===== src/rtl/options_header_collector.sv =====
// ---------------------------------------------------------------------------
// options_header_collector
//
// Purpose:
//   Upstream feeder for the options parser stage. Collects one IPv4 header
//   (IHL = 5..15 words) from a word-serial stream into a fixed array of
//   MAX_WORDS slots. Slots past the header length are zero-filled. The array
//   is offered with a sig/sync/notify handshake. Malformed headers (IHL too
//   small, IHL > MAX_WORDS, or aborted by a new sop) are dropped and counted.
//
// Optional build macro:
//   OPTIONS_HDR_CHECKSUM_EN - adds a ones-complement header checksum check
//                             and the ckErr output.
//
// Ports:
//   clk              in   rising-edge clock
//   rst              in   asynchronous active-low reset
//   wordIn_sig       in   header word
//   wordIn_sop       in   first word of a header (qualified by wordIn_sync)
//   wordIn_sync      in   producer has a valid word
//   wordIn_notify    out  block accepts a word this cycle
//   fieldsOut_sig    out  field array, slot i at [i*WORD_W +: WORD_W]
//   fieldsOut_notify out  array valid and offered
//   fieldsOut_sync   in   consumer takes the array
//   errCount         out  saturating count of dropped headers
//   ckErr            out  one-cycle pulse per checksum drop (macro only)
// ---------------------------------------------------------------------------
module options_header_collector #(
    parameter int unsigned WORD_W    = 32,
    parameter int unsigned MAX_WORDS = 15,
    parameter int unsigned MIN_IHL   = 5,
    parameter int unsigned ERR_W     = 16
) (
    input  logic                        clk,
    input  logic                        rst,
    input  logic [WORD_W-1:0]           wordIn_sig,
    input  logic                        wordIn_sop,
    input  logic                        wordIn_sync,
    output logic                        wordIn_notify,
    output logic [MAX_WORDS*WORD_W-1:0] fieldsOut_sig,
    output logic                        fieldsOut_notify,
    input  logic                        fieldsOut_sync,
    output logic [ERR_W-1:0]            errCount
`ifdef OPTIONS_HDR_CHECKSUM_EN
    ,
    output logic                        ckErr
`endif
);

    // idx must be able to hold the value MAX_WORDS (reached on the last word)
    localparam int unsigned IDX_W = $clog2(MAX_WORDS + 1);
    localparam int unsigned IHL_W = 4;

    typedef enum logic [1:0] {
        IDLE    = 2'd0,
        COLLECT = 2'd1,
        OFFER   = 2'd2,
        DISCARD = 2'd3
    } state_t;

    state_t             state;
    state_t             stateNext;
    logic [IDX_W-1:0]   idx;
    logic [IDX_W-1:0]   idxNext;
    logic [IHL_W-1:0]   ihl;
    logic [IHL_W-1:0]   ihlNext;
    logic [WORD_W-1:0]  slots [MAX_WORDS];

    logic               wordAccept;
    logic               xfer;
    logic [IHL_W-1:0]   sopIhl;
    logic               sopLegal;
    logic               doSop;
    logic               doWord;
    logic               lastWord;
    logic               errHit;
    logic               ckDrop;

    assign wordAccept = wordIn_sync & wordIn_notify;
    assign xfer       = fieldsOut_notify & fieldsOut_sync;
    assign sopIhl     = wordIn_sig[27:24];
    assign sopLegal   = (32'(sopIhl) >= MIN_IHL) && (32'(sopIhl) <= MAX_WORDS);
    assign lastWord   = (32'(idx) + 32'd1) == 32'(ihl);

`ifdef OPTIONS_HDR_CHECKSUM_EN
    logic [15:0] ckAcc;
    logic [15:0] ckBase;
    logic [15:0] ckSum;

    // ones-complement add with the end-around carry folded back in
    function automatic logic [15:0] onesAdd(input logic [15:0] a, input logic [15:0] b);
        logic [16:0] s;
        s = {1'b0, a} + {1'b0, b};
        return s[15:0] + 16'(s[16]);
    endfunction

    // a sop restarts the sum from zero in the same cycle it is stored
    assign ckBase = doSop ? 16'h0000 : ckAcc;
    assign ckSum  = onesAdd(onesAdd(ckBase, wordIn_sig[31:16]), wordIn_sig[15:0]);
`endif

    // state register
    always_ff @(posedge clk or negedge rst) begin
        if (!rst) begin
            state <= IDLE;
        end else begin
            state <= stateNext;
        end
    end

    // next state and datapath controls
    always_comb begin
        stateNext = state;
        idxNext   = idx;
        ihlNext   = ihl;
        doSop     = 1'b0;
        doWord    = 1'b0;
        errHit    = 1'b0;
        ckDrop    = 1'b0;

        unique case (state)
            IDLE, DISCARD: begin
                doSop = wordAccept & wordIn_sop;
            end
            COLLECT: begin
                doSop  = wordAccept & wordIn_sop;
                doWord = wordAccept & ~wordIn_sop;
                // a new sop aborts the header in progress
                errHit = doSop;
            end
            OFFER: begin
                if (xfer) begin
                    stateNext = IDLE;
                end
            end
            default: begin
                stateNext = IDLE;
            end
        endcase

        if (doSop) begin
            if (sopLegal) begin
                stateNext = COLLECT;
                idxNext   = IDX_W'(1);
                ihlNext   = sopIhl;
            end else begin
                errHit    = 1'b1;
                stateNext = DISCARD;
            end
        end

        if (doWord) begin
            idxNext = idx + IDX_W'(1);
            if (lastWord) begin
`ifdef OPTIONS_HDR_CHECKSUM_EN
                if (ckSum == 16'hFFFF) begin
                    stateNext = OFFER;
                end else begin
                    errHit    = 1'b1;
                    ckDrop    = 1'b1;
                    stateNext = IDLE;
                end
`else
                stateNext = OFFER;
`endif
            end
        end
    end

    // registered handshakes, indices and error counter
    always_ff @(posedge clk or negedge rst) begin
        if (!rst) begin
            idx              <= '0;
            ihl              <= '0;
            wordIn_notify    <= 1'b0;
            fieldsOut_notify <= 1'b0;
            errCount         <= '0;
        end else begin
            idx              <= idxNext;
            ihl              <= ihlNext;
            wordIn_notify    <= (stateNext != OFFER);
            fieldsOut_notify <= (stateNext == OFFER);
            if (errHit && (errCount != {ERR_W{1'b1}})) begin
                errCount <= errCount + ERR_W'(1);
            end
        end
    end

    // field slots: a legal sop stores slot 0 and zero-fills the rest
    always_ff @(posedge clk or negedge rst) begin
        if (!rst) begin
            for (int unsigned i = 0; i < MAX_WORDS; i++) begin
                slots[i] <= '0;
            end
        end else if (doSop && sopLegal) begin
            slots[0] <= wordIn_sig;
            for (int unsigned i = 1; i < MAX_WORDS; i++) begin
                slots[i] <= '0;
            end
        end else if (doWord) begin
            slots[idx] <= wordIn_sig;
        end
    end

`ifdef OPTIONS_HDR_CHECKSUM_EN
    // checksum accumulator and drop pulse
    always_ff @(posedge clk or negedge rst) begin
        if (!rst) begin
            ckAcc <= '0;
            ckErr <= 1'b0;
        end else begin
            ckErr <= ckDrop;
            if ((doSop && sopLegal) || doWord) begin
                ckAcc <= ckSum;
            end
        end
    end
`endif

    // flatten slots onto the output bus
    for (genvar g = 0; g < MAX_WORDS; g++) begin : g_pack
        assign fieldsOut_sig[g*WORD_W +: WORD_W] = slots[g];
    end

endmodule


===== config.mk =====
export PLATFORM = sky130hd
export DESIGN_NAME = options_header_collector
export DESIGN_NICKNAME = d
export VERILOG_FILES = /design/src/rtl/options_header_collector.sv
export SDC_FILE = /design/constraint.sdc
export NUM_CORES = 1
export LEC_CHECK = 0
export ABC_AREA = 1
export CAP_MARGIN = 20
export CORE_AREA = 2 2 206 208
export CTS_CLUSTER_DIAMETER = 120
export DETAILED_ROUTE_END_ITERATION = 10
export DIE_AREA = 0 0 208 210
export GPL_TIMING_DRIVEN = 0
export PLACE_DENSITY = 0.8
export SETUP_SLACK_MARGIN = 0.2
export SKIP_CTS_REPAIR_TIMING = 1
export SYNTH_ARGS = -nofsm -noshare
export SYNTH_HDL_FRONTEND = slang
export SYNTH_SLANG_ARGS = --single-unit

===== constraint.sdc =====
create_clock -name clk -period 1.8 [get_ports clk]
set_input_delay 0.36 -clock clk [delete_from_list [all_inputs] [get_ports clk]]
set_output_delay 0.36 -clock clk [all_outputs]
set_load 0.02 [all_outputs]

==> results of run 1 <==
-- where the power goes --
part           internal (W)  switching, W  leakage (nW)  total (W)
clock               0.00683       0.00465         0.894     0.0115
combinational       0.00379       0.00565          8.74    0.00944
sequential           0.0128       0.00102          6.89     0.0138
-- state kept, by name (all words and copies together), names as in the netlist --
| signal | cells |
|---|---|
| wordIn_notify | 1 |
| ihl | 4 |
| state | 2 |
| fieldsOut_notify | 1 |
| fieldsOut_sig | 480 |
| errCount | 16 |
| idx | 4 |
-- layer usage --
| layer | up-vias | share of wire (%) | global-route usage [%] |
|---|---|---|---|
| met1 | 9875 | 35 | 43.4 |
| met2 | 1391 | 48 | 58.1 |
| met3 | 330 | 11 | 10.4 |
| met4 | 0 | 6.3 | 17.9 |
| met5 | - | 0 | 0 |
| li1 | 8105 | - | - |
-- cells in the final DEF, fill, tap and decap left out, drive strengths merged, types with 46 or more instances in the layout --
master           n
clkdlybuf4s50  236
inv             58
nand2          151
dfrtp          508
o21ai          447
nor2            84
dlymetal6s2s   181
nand3          453
clkbuf         248
a21oi           46
buf            207
-- logic make-up after synthesis --
group / after synthesis / share of synthesized area, %
buf+inv: 232 / 6.39
fa+ha+maj: 5 / 0.312
compound gates: 494 / 12.9
xor+xnor: 12 / 0.525
simple gates: 689 / 16.4
flops: 508 / 63.5
-- cell type report --
cell class              instances  share of cell area [%]
multi-input cells            1207                    22.6
inverters                      55                   0.719
clock buffers                  75                    5.14
flip-flops and latches        508                    42.3
well taps                     539                    2.24
diodes                          3                  0.0249
repair buffers                620                    21.4
plain buffers                 177                    4.76
clock inverters                17                   0.856
-- worst min-delay path by stage --
stage | from | end | cells after the start
after global placement | fieldsOut_sig[302] | fieldsOut_sig[302] | 2
after CTS | rst | fieldsOut_sig[410] | 1
after detailed placement | rst | fieldsOut_sig[418] | 1
final | rst | fieldsOut_sig[408] | 1
after floorplan | rst | errCount[0] | 0
after global routing | rst | fieldsOut_sig[405] | 1
-- metrics by stage --
stage          std cells  hold WS [ns]  util [%]  power (W)
2_1_floorplan       1940        0.0644         -     0.0178
3_3_place_gp        3013         0.492      62.8     0.0218
3_5_place_dp        3017         0.313      63.1     0.0220
4_1_cts             3109        -0.323      67.4     0.0334
5_1_grt             3200        -0.291      72.6     0.0357
6_report            3201        -0.317      72.6     0.0347
==> metrics.cfg, run 1 <==
[synthesis]
synth-seq-cells = 508
syn_inst = 1940
synth_common_cells = 508 x dfrtp_1, 453 x nand3_1, 260 x o21ai_0
synthTopCellsByArea = dfrtp_1 63%, nand3_1 11%, o21ai_0 6.5%
synth_edf_count = 0
synth_fp_nets = 1982
synth_top_cell_area_share_pct = 63.5
syn-cell-area_um2 = 20000
yosysTopAreaCell = dfrtp_1
yosysMostFrequentCell = dfrtp_1
yosys_warnings = 0
synth_cell_types = 28
syn_area_per_cell_um2 = 10.3
yosys_most_used_dff = dfrtp_1
postSynth.asyncResetShare_pct = 100
seq_area_frac_synth_pct = 63.5

[cts]
h-tree-depth = 2
cts.clk_slew.worst_paths_ns = 0.07
cts_buffers = 52
cts_tree = done
cts_buffer_depth = 3
clkLatencyLatePin_ns = 0.61
cts_root_buf = clkbuf_16
clkSinkCount = 508

[timing]
setup-tns-final_ns = -30.09
period_needed_ns = 2.00
finalSetupViolCount = 298
hold_ws_ns = -0.317
tightest_slew_ns = 1.04
finClkSkew_ns = 0.0175
drv_slew = 0
finalHoldViolations = 50
max_slew_margin_pct = 30.4
rsz0062_at_grt = true
fmax_mhz = 501
fin_ws_ns = -0.196
finalCritPeriodShare_pct = 111

[worst_setup_path]
slowest_stage = clkdlybuf4s50_1
r2r_cells = 8
path_buf_inv = 1
critPathRequiredTime_ns = 1.44
path_depth = 1
cp.arrival_ns = 1.64
crit_end = fieldsOut_sig[11]
crit_start = fieldsOut_sig[11]
startpoint_type = flip-flop
slowest_delay_ns = 0.65
rrSetupSlack_ns = -0.09
worstPathCellList = clkdlybuf4s50_1
reg2reg_to = fieldsOut_sig[355]
crit_family = buffers and inverters
critPathKind = reg2out
worst_r2r_startpoint = state[1]
crit_fanout = 2
end_kind = primary output

[layout]
final-seq-area_um2 = 12700
design_area_um2 = 30100
nNetsFinal = 2663
fillCellCount = 2806
final_layout_size_suffix_gt1_share_pct = 23.8
multi_input_area_um2 = 6800
area_growth_pct = 50.4

[power_and_ir_drop]
ir_worst_vdd_v = 0.00105
powerDensity_nw_per_um2 = 1150
p_leak_nw = 16.5

[placement]
portBuffers = 534
preCtsSetupSlack_ns = -0.632
place_hpwl_um = 57700
place_congestion = 0.941
dpl_cell_area_um2 = 26200

[floorplan]
start_util_pct = 48.3
die_h_um = 210
ios = 535
num_rows = 75
coreArea_um2 = 41500
die_w_um = 208
dieArea_um2 = 43700

[global_route]
grt_pass1_wl_um = 116000
antenna_found_initial = 3
grt_overflow = 0
grt_pass1_vias = 18200
grt_max_degree = 127
grt_use_total_pct = 35.6

[status]
status = finished, violations left
violations = hold timing, setup timing

[worst_hold_path]
hold_class = in2async

[route]
drt-pass1-iter-count = 8
postRouteAntennaNets = 0
drc = 0
wl_per_cell_um = 27.3
vias_per_cell = 6.15
routed_wirelength_um = 87500
via_count = 19700
drt_iter0_drc = 2041

[flow_run]
drv_cap = 0

(Power assumes the default switching activity.)
==> run 2, diff against run 1 <==
--- a/config.mk
+++ b/config.mk
@@ -12,6 +12,7 @@
 export DETAILED_ROUTE_END_ITERATION = 10
 export DIE_AREA = 0 0 208 210
 export GPL_TIMING_DRIVEN = 0
+export MAX_ROUTING_LAYER = met4
 export PLACE_DENSITY = 0.8
 export SETUP_SLACK_MARGIN = 0.2
 export SKIP_CTS_REPAIR_TIMING = 1
==> run 2 against run 1 <==
Effect of this change:
- routed wire length fell by 1.6%
- the run ends with setup timing left
- largest cell class unchanged
- clock skew shrank 0.0023 ns
- count of clock-buffer cells in the layout shrank 3
- sequential power about the same
- highest routed layer unchanged
- power is essentially flat
- critical path depth stayed put
- utilization is 0.41 points lower
- global-route usage up 0.56 points
- hold slack better by 0.78 ns
- die area unchanged
- critical endpoint is now fieldsOut_sig[402]
==> metrics.cfg, run 2 (synthesis results as in run 1) <==
[layout]
area_growth_pct = 49.5
final_cell_mix = 488 x dfrtp_1, 390 x nand3_1, 261 x clkdlybuf4s50_1, 250 x o21ai_1, 152 x o21ai_0
final_layout_size_suffix_gt1_share_pct = 25.6  ; +1.9 points
fillCellCount = 2829  ; +0.82%
layout_commonest_cell = dfrtp_1
largest_reg_flops = 480  ; unchanged
nNetsFinal = 2653  ; -0.38%
fin_util_pct = 72.2  ; -0.41 points

[power_and_ir_drop]
ir_worst_vdd_v = 0.00101  ; -4.0%
p_leak_nw = 15.5  ; -6.4%
powerDensity_nw_per_um2 = 1160  ; +0.54%
p_total_w = 0.0347  ; about the same

[timing]
finalSetupViolCount = 446  ; +50%
period_needed_ns = 2.01  ; +0.0180 ns
finClkSkew_ns = 0.0152  ; -0.00233 ns
max_slew_margin_pct = 34.5  ; +4.2 points
hold_ws_ns = 0.461  ; +0.779 ns
finalHoldViolations = 0  ; -100%
finalCritPeriodShare_pct = 112  ; +1.0 points
rsz0062_at_grt = true
setup-tns-final_ns = -37.40  ; -7.32 ns
tightest_slew_ns = 0.982  ; -0.0625 ns
drv_slew = 0  ; unchanged
fin_ws_ns = -0.214  ; -0.0180 ns
fmax_mhz = 497  ; -0.89%

[route]
vias_per_cell = 6.11  ; -0.76%
routed_wirelength_um = 86100  ; -1.6%
wl_per_cell_um = 27.0  ; -1.4%
drc = 0  ; unchanged
postRouteAntennaNets = 0  ; unchanged
via_count = 19500  ; -1.0%
drt-pass1-iter-count = 6  ; -2
drt_iter0_drc = 2137  ; +4.7%

[floorplan]
die_w_um = 208  ; unchanged
coreArea_um2 = 41500  ; unchanged
start_util_pct = 48.3  ; unchanged
ios = 535  ; unchanged
num_rows = 75  ; unchanged
die_h_um = 210  ; unchanged
dieArea_um2 = 43700  ; unchanged

[global_route]
grt_use_total_pct = 36.2  ; +0.56 points
grt_pass1_vias = 17900  ; -1.9%
grt_pass1_wl_um = 115000  ; -1.4%
grt_max_degree = 130  ; +2.4%
grt_overflow = 0  ; unchanged
antenna_found_initial = 1  ; -2

[worst_hold_path]
hold_class = in2reg

[placement]
place_hpwl_um = 57700  ; about the same
place_congestion = 0.950  ; +0.94%
portBuffers = 534  ; unchanged

[cts]
clkLatencyLatePin_ns = 0.61  ; about the same
cts.clk_slew.worst_paths_ns = 0.07  ; about the same
h-tree-depth = 2  ; unchanged
clkSinkCount = 508  ; unchanged
cts_buffer_depth = 3  ; unchanged
cts_tree = done
cts_root_buf = clkbuf_16
cts_buffers = 51  ; -1.9%

[worst_setup_path]
path_buf_inv = 1  ; unchanged
startpoint_type = flip-flop
critPathRequiredTime_ns = 1.44  ; about the same
crit_family = buffers and inverters
critPathKind = reg2out
crit_fanout = 2  ; unchanged
slowest_delay_ns = 0.68  ; +0.03 ns
slowest_stage = clkdlybuf4s50_1
cp.arrival_ns = 1.65  ; about the same
worstPathCellList = clkdlybuf4s50_1
end_kind = primary output

[status]
violations = setup timing
status = finished, violations left

[flow_run]
drv_cap = 0  ; unchanged

==> run 2: layout make-up <==
type | count | area, um2 | share of cell area, %
multi-input cells | 1206 | 6870 | 23.0
clock inverters | 22 | 295 | 0.986
flip-flops and latches | 508 | 12700 | 42.5
well taps | 539 | 674 | 2.25
repair buffers | 612 | 6140 | 20.5
diodes | 1 | 2.50 | 0.00836
plain buffers | 177 | 1490 | 4.97
inverters | 55 | 211 | 0.706
clock buffers | 72 | 1530 | 5.10
==> run 2: routing by layer <==
metal / vias up / global-route usage [%] / wire, um
li1: 8073 / - / -
met1: 9690 / 42.6 / 30200
met2: 1400 / 57.9 / 41400
met3: 333 / 11.4 / 9500
met4: 0 / 15.0 / 5020
met5: - / - / 0
==> run 2: worst min-delay path, cell delays in order <==
cell	delay [ns]
clkdlybuf4s50_1	0.40
inv_1	0.17
o21ai_1	0.10
==> run 2: worst paths after layout <==
kind | cells past startpoint | slack [ns] | start | endpoint
worst min register to register | 2 | 0.51 | fieldsOut_sig[193] | fieldsOut_sig[193]
max in group asynchronous | 4 | -0.04 | rst | fieldsOut_sig[141]
worst min-delay path | 3 | 0.46 | wordIn_sig[23] | fieldsOut_sig[407]
worst max-delay path | 1 | -0.21 | fieldsOut_sig[402] | fieldsOut_sig[402]
min in group asynchronous | 3 | 0.53 | rst | fieldsOut_sig[385]
worst max register to register | 8 | -0.14 | wordIn_notify | fieldsOut_sig[382]
==> run 2: stage by stage <==
step	instance area (um2)	worst slack [ns]	instances
detailed placement	26200	-0.592	3017
floorplan	20000	0.246	1940
global placement	26000	-22.79	3013
CTS	28000	-0.323	3111
finish	29900	-0.214	3192
global route	29900	-0.231	3192
==> run 2: power breakdown <==
part	switching [W]	total, W	internal, W	leakage, nW
logic	0.00563	0.00932	0.00369	7.68
registers	0.000996	0.0137	0.0128	6.89
clock network	0.00470	0.0116	0.00691	0.896
total	0.0113	0.0347	0.0234	15.5
==> run 3, diff against run 2 <==
--- a/config.mk
+++ b/config.mk
@@ -8,7 +8,7 @@
 export ABC_AREA = 1
 export CAP_MARGIN = 20
 export CORE_AREA = 2 2 206 208
-export CTS_CLUSTER_DIAMETER = 120
+export CTS_CLUSTER_DIAMETER = 60
 export DETAILED_ROUTE_END_ITERATION = 10
 export DIE_AREA = 0 0 208 210
 export GPL_TIMING_DRIVEN = 0
@@ -16,6 +16,7 @@
 export PLACE_DENSITY = 0.8
 export SETUP_SLACK_MARGIN = 0.2
 export SKIP_CTS_REPAIR_TIMING = 1
+export SLEW_MARGIN = 10
 export SYNTH_ARGS = -nofsm -noshare
 export SYNTH_HDL_FRONTEND = slang
 export SYNTH_SLANG_ARGS = --single-unit
==> run 3 against run 2 <==
Effect of this change:
- count of clock-buffer cells in the layout is the same
- the run ends with hold timing, setup timing left
- largest power group unchanged
- sequential share of layout area grew 1.6 points
- highest routed layer unchanged
- global-route usage grew 0.29 points
==> metrics.cfg, run 3 (synthesis results as in run 1) <==
[power_and_ir_drop]
p_leak_nw = 16.5  ; +6.5%
ir_worst_vdd_v = 0.00129  ; +28%
powerDensity_nw_per_um2 = 1160  ; about the same
p_total_w = 0.0334  ; -3.6%

[cts]
h-tree-depth = 2  ; unchanged
cts_buffers = 52  ; +2.0%
cts_buffer_depth = 3  ; unchanged
clkLatencyLatePin_ns = 0.60  ; about the same
cts_tree = done
clkSinkCount = 508  ; unchanged
cts_root_buf = clkbuf_16
cts.clk_slew.worst_paths_ns = 0.06  ; about the same

[layout]
fillCellCount = 3052  ; +7.9%
final_cell_mix = 491 x dfrtp_1, 451 x nand3_1, 256 x clkdlybuf4s50_1, 243 x o21ai_0, 205 x dlymetal6s2s_1
layout_commonest_cell = dfrtp_1
area_growth_pct = 44.0
largest_reg_flops = 480  ; unchanged
final-seq-area_um2 = 12700  ; about the same
fin_util_pct = 69.5  ; -2.7 points
multi_input_area_um2 = 6180  ; -10%
final_layout_size_suffix_gt1_share_pct = 16.3  ; -9.4 points
nNetsFinal = 2616  ; -1.4%

[status]
status = finished, violations left
violations = hold timing, setup timing

[route]
drt_iter0_drc = 1873  ; -12%
via_count = 18900  ; -3.3%
wl_per_cell_um = 25.7  ; -4.9%
vias_per_cell = 5.99  ; -2.0%
drc = 0  ; unchanged
postRouteAntennaNets = 0  ; unchanged
drt-pass1-iter-count = 7  ; +1
routed_wirelength_um = 80800  ; -6.2%

[flow_run]
drv_cap = 0  ; unchanged

[floorplan]
dieArea_um2 = 43700  ; unchanged
die_w_um = 208  ; unchanged
die_h_um = 210  ; unchanged
start_util_pct = 48.3  ; unchanged
coreArea_um2 = 41500  ; unchanged
ios = 535  ; unchanged
num_rows = 75  ; unchanged

[timing]
drv_slew = 0  ; unchanged
fmax_mhz = 509  ; +2.4%
hold_ws_ns = -0.417  ; -0.878 ns
finalHoldViolations = 155  ; +155
period_needed_ns = 1.97  ; -0.0478 ns
fin_ws_ns = -0.166  ; +0.0478 ns
finClkSkew_ns = 0.0154  ; +0.000254 ns
max_slew_margin_pct = 32.8  ; -1.7 points
finalSetupViolCount = 235  ; -47%
tightest_slew_ns = 1.01  ; +0.0262 ns
rsz0062_at_grt = true
finalCritPeriodShare_pct = 109  ; -2.7 points

[global_route]
grt_max_degree = 114  ; -12%
grt_use_total_pct = 36.5  ; +0.29 points
antenna_found_initial = 1  ; unchanged
grt_pass1_wl_um = 116000  ; +0.72%
grt_pass1_vias = 18000  ; +0.81%
grt_overflow = 0  ; unchanged

[placement]
place_congestion = 0.950  ; unchanged
preCtsSetupSlack_ns = -0.587  ; +0.00562 ns
place_hpwl_um = 57800  ; +0.23%
portBuffers = 534  ; unchanged

[worst_setup_path]
worstPathCellList = clkdlybuf4s50_1
slowest_delay_ns = 0.63  ; -0.05 ns
path_buf_inv = 1  ; unchanged
end_kind = primary output
critPathRequiredTime_ns = 1.44  ; about the same
critPathKind = reg2out
crit_family = buffers and inverters
slowest_stage = clkdlybuf4s50_1
crit_start = fieldsOut_sig[38]
worst_r2r_startpoint = idx[3]
startpoint_type = flip-flop
crit_fanout = 2  ; unchanged
cp.arrival_ns = 1.61  ; -0.04 ns

[worst_hold_path]
hold_class = in2async

-- run 3: layout make-up --
type	count	share of cell area (%)
diodes	1	0.00868
multi-input cells	1202	21.4
well taps	539	2.34
plain buffers	177	4.44
flip-flops and latches	508	44.2
repair buffers	578	20.9
inverters	55	0.716
clock buffers	72	5.16
clock inverters	17	0.842
-- run 3: per-stage QoR --
| stage | instances | hold slack, ns | setup TNS (ns) | area (um2) |
|---|---|---|---|---|
| final | 3149 | -0.417 | -27.96 | 28800 |
| after global routing | 3149 | -0.416 | -43.32 | 28800 |
| after CTS | 3107 | -0.435 | -113.86 | 27900 |
| after detailed placement | 3018 | 0.193 | -194.23 | 26200 |
| after global placement | 3013 | 0.493 | - | 26000 |
| after floorplan | 1940 | 0.0644 | 0 | 20000 |
-- run 3: final timing paths --
kind	to	slack, ns	depth (start not counted)
setup / recovery	fieldsOut_sig[38]	-0.17	1
hold / removal	fieldsOut_sig[431]	-0.42	1
setup reg to reg	fieldsOut_sig[131]	-0.03	7
hold reg to reg	fieldsOut_sig[329]	0.51	2
max in group asynchronous	fieldsOut_sig[435]	0.50	3
min in group clk	fieldsOut_sig[27]	0.45	3
-- run 3: per-layer routing --
metal	GRT usage (%)	up-vias	share of wire [%]
met3	9.13	245	9.8
li1	-	7968	-
met1	44.2	9476	37
met5	-	-	0
met2	58.6	1164	48
met4	15.4	0	5.1
-- run 3: power breakdown --
| part | switching [W] | total (W) | internal (W) |
|---|---|---|---|
| clock network | 0.00452 | 0.0111 | 0.00659 |
| logic | 0.00520 | 0.00863 | 0.00343 |
| registers | 0.000921 | 0.0137 | 0.0128 |
| total | 0.0106 | 0.0334 | 0.0228 |
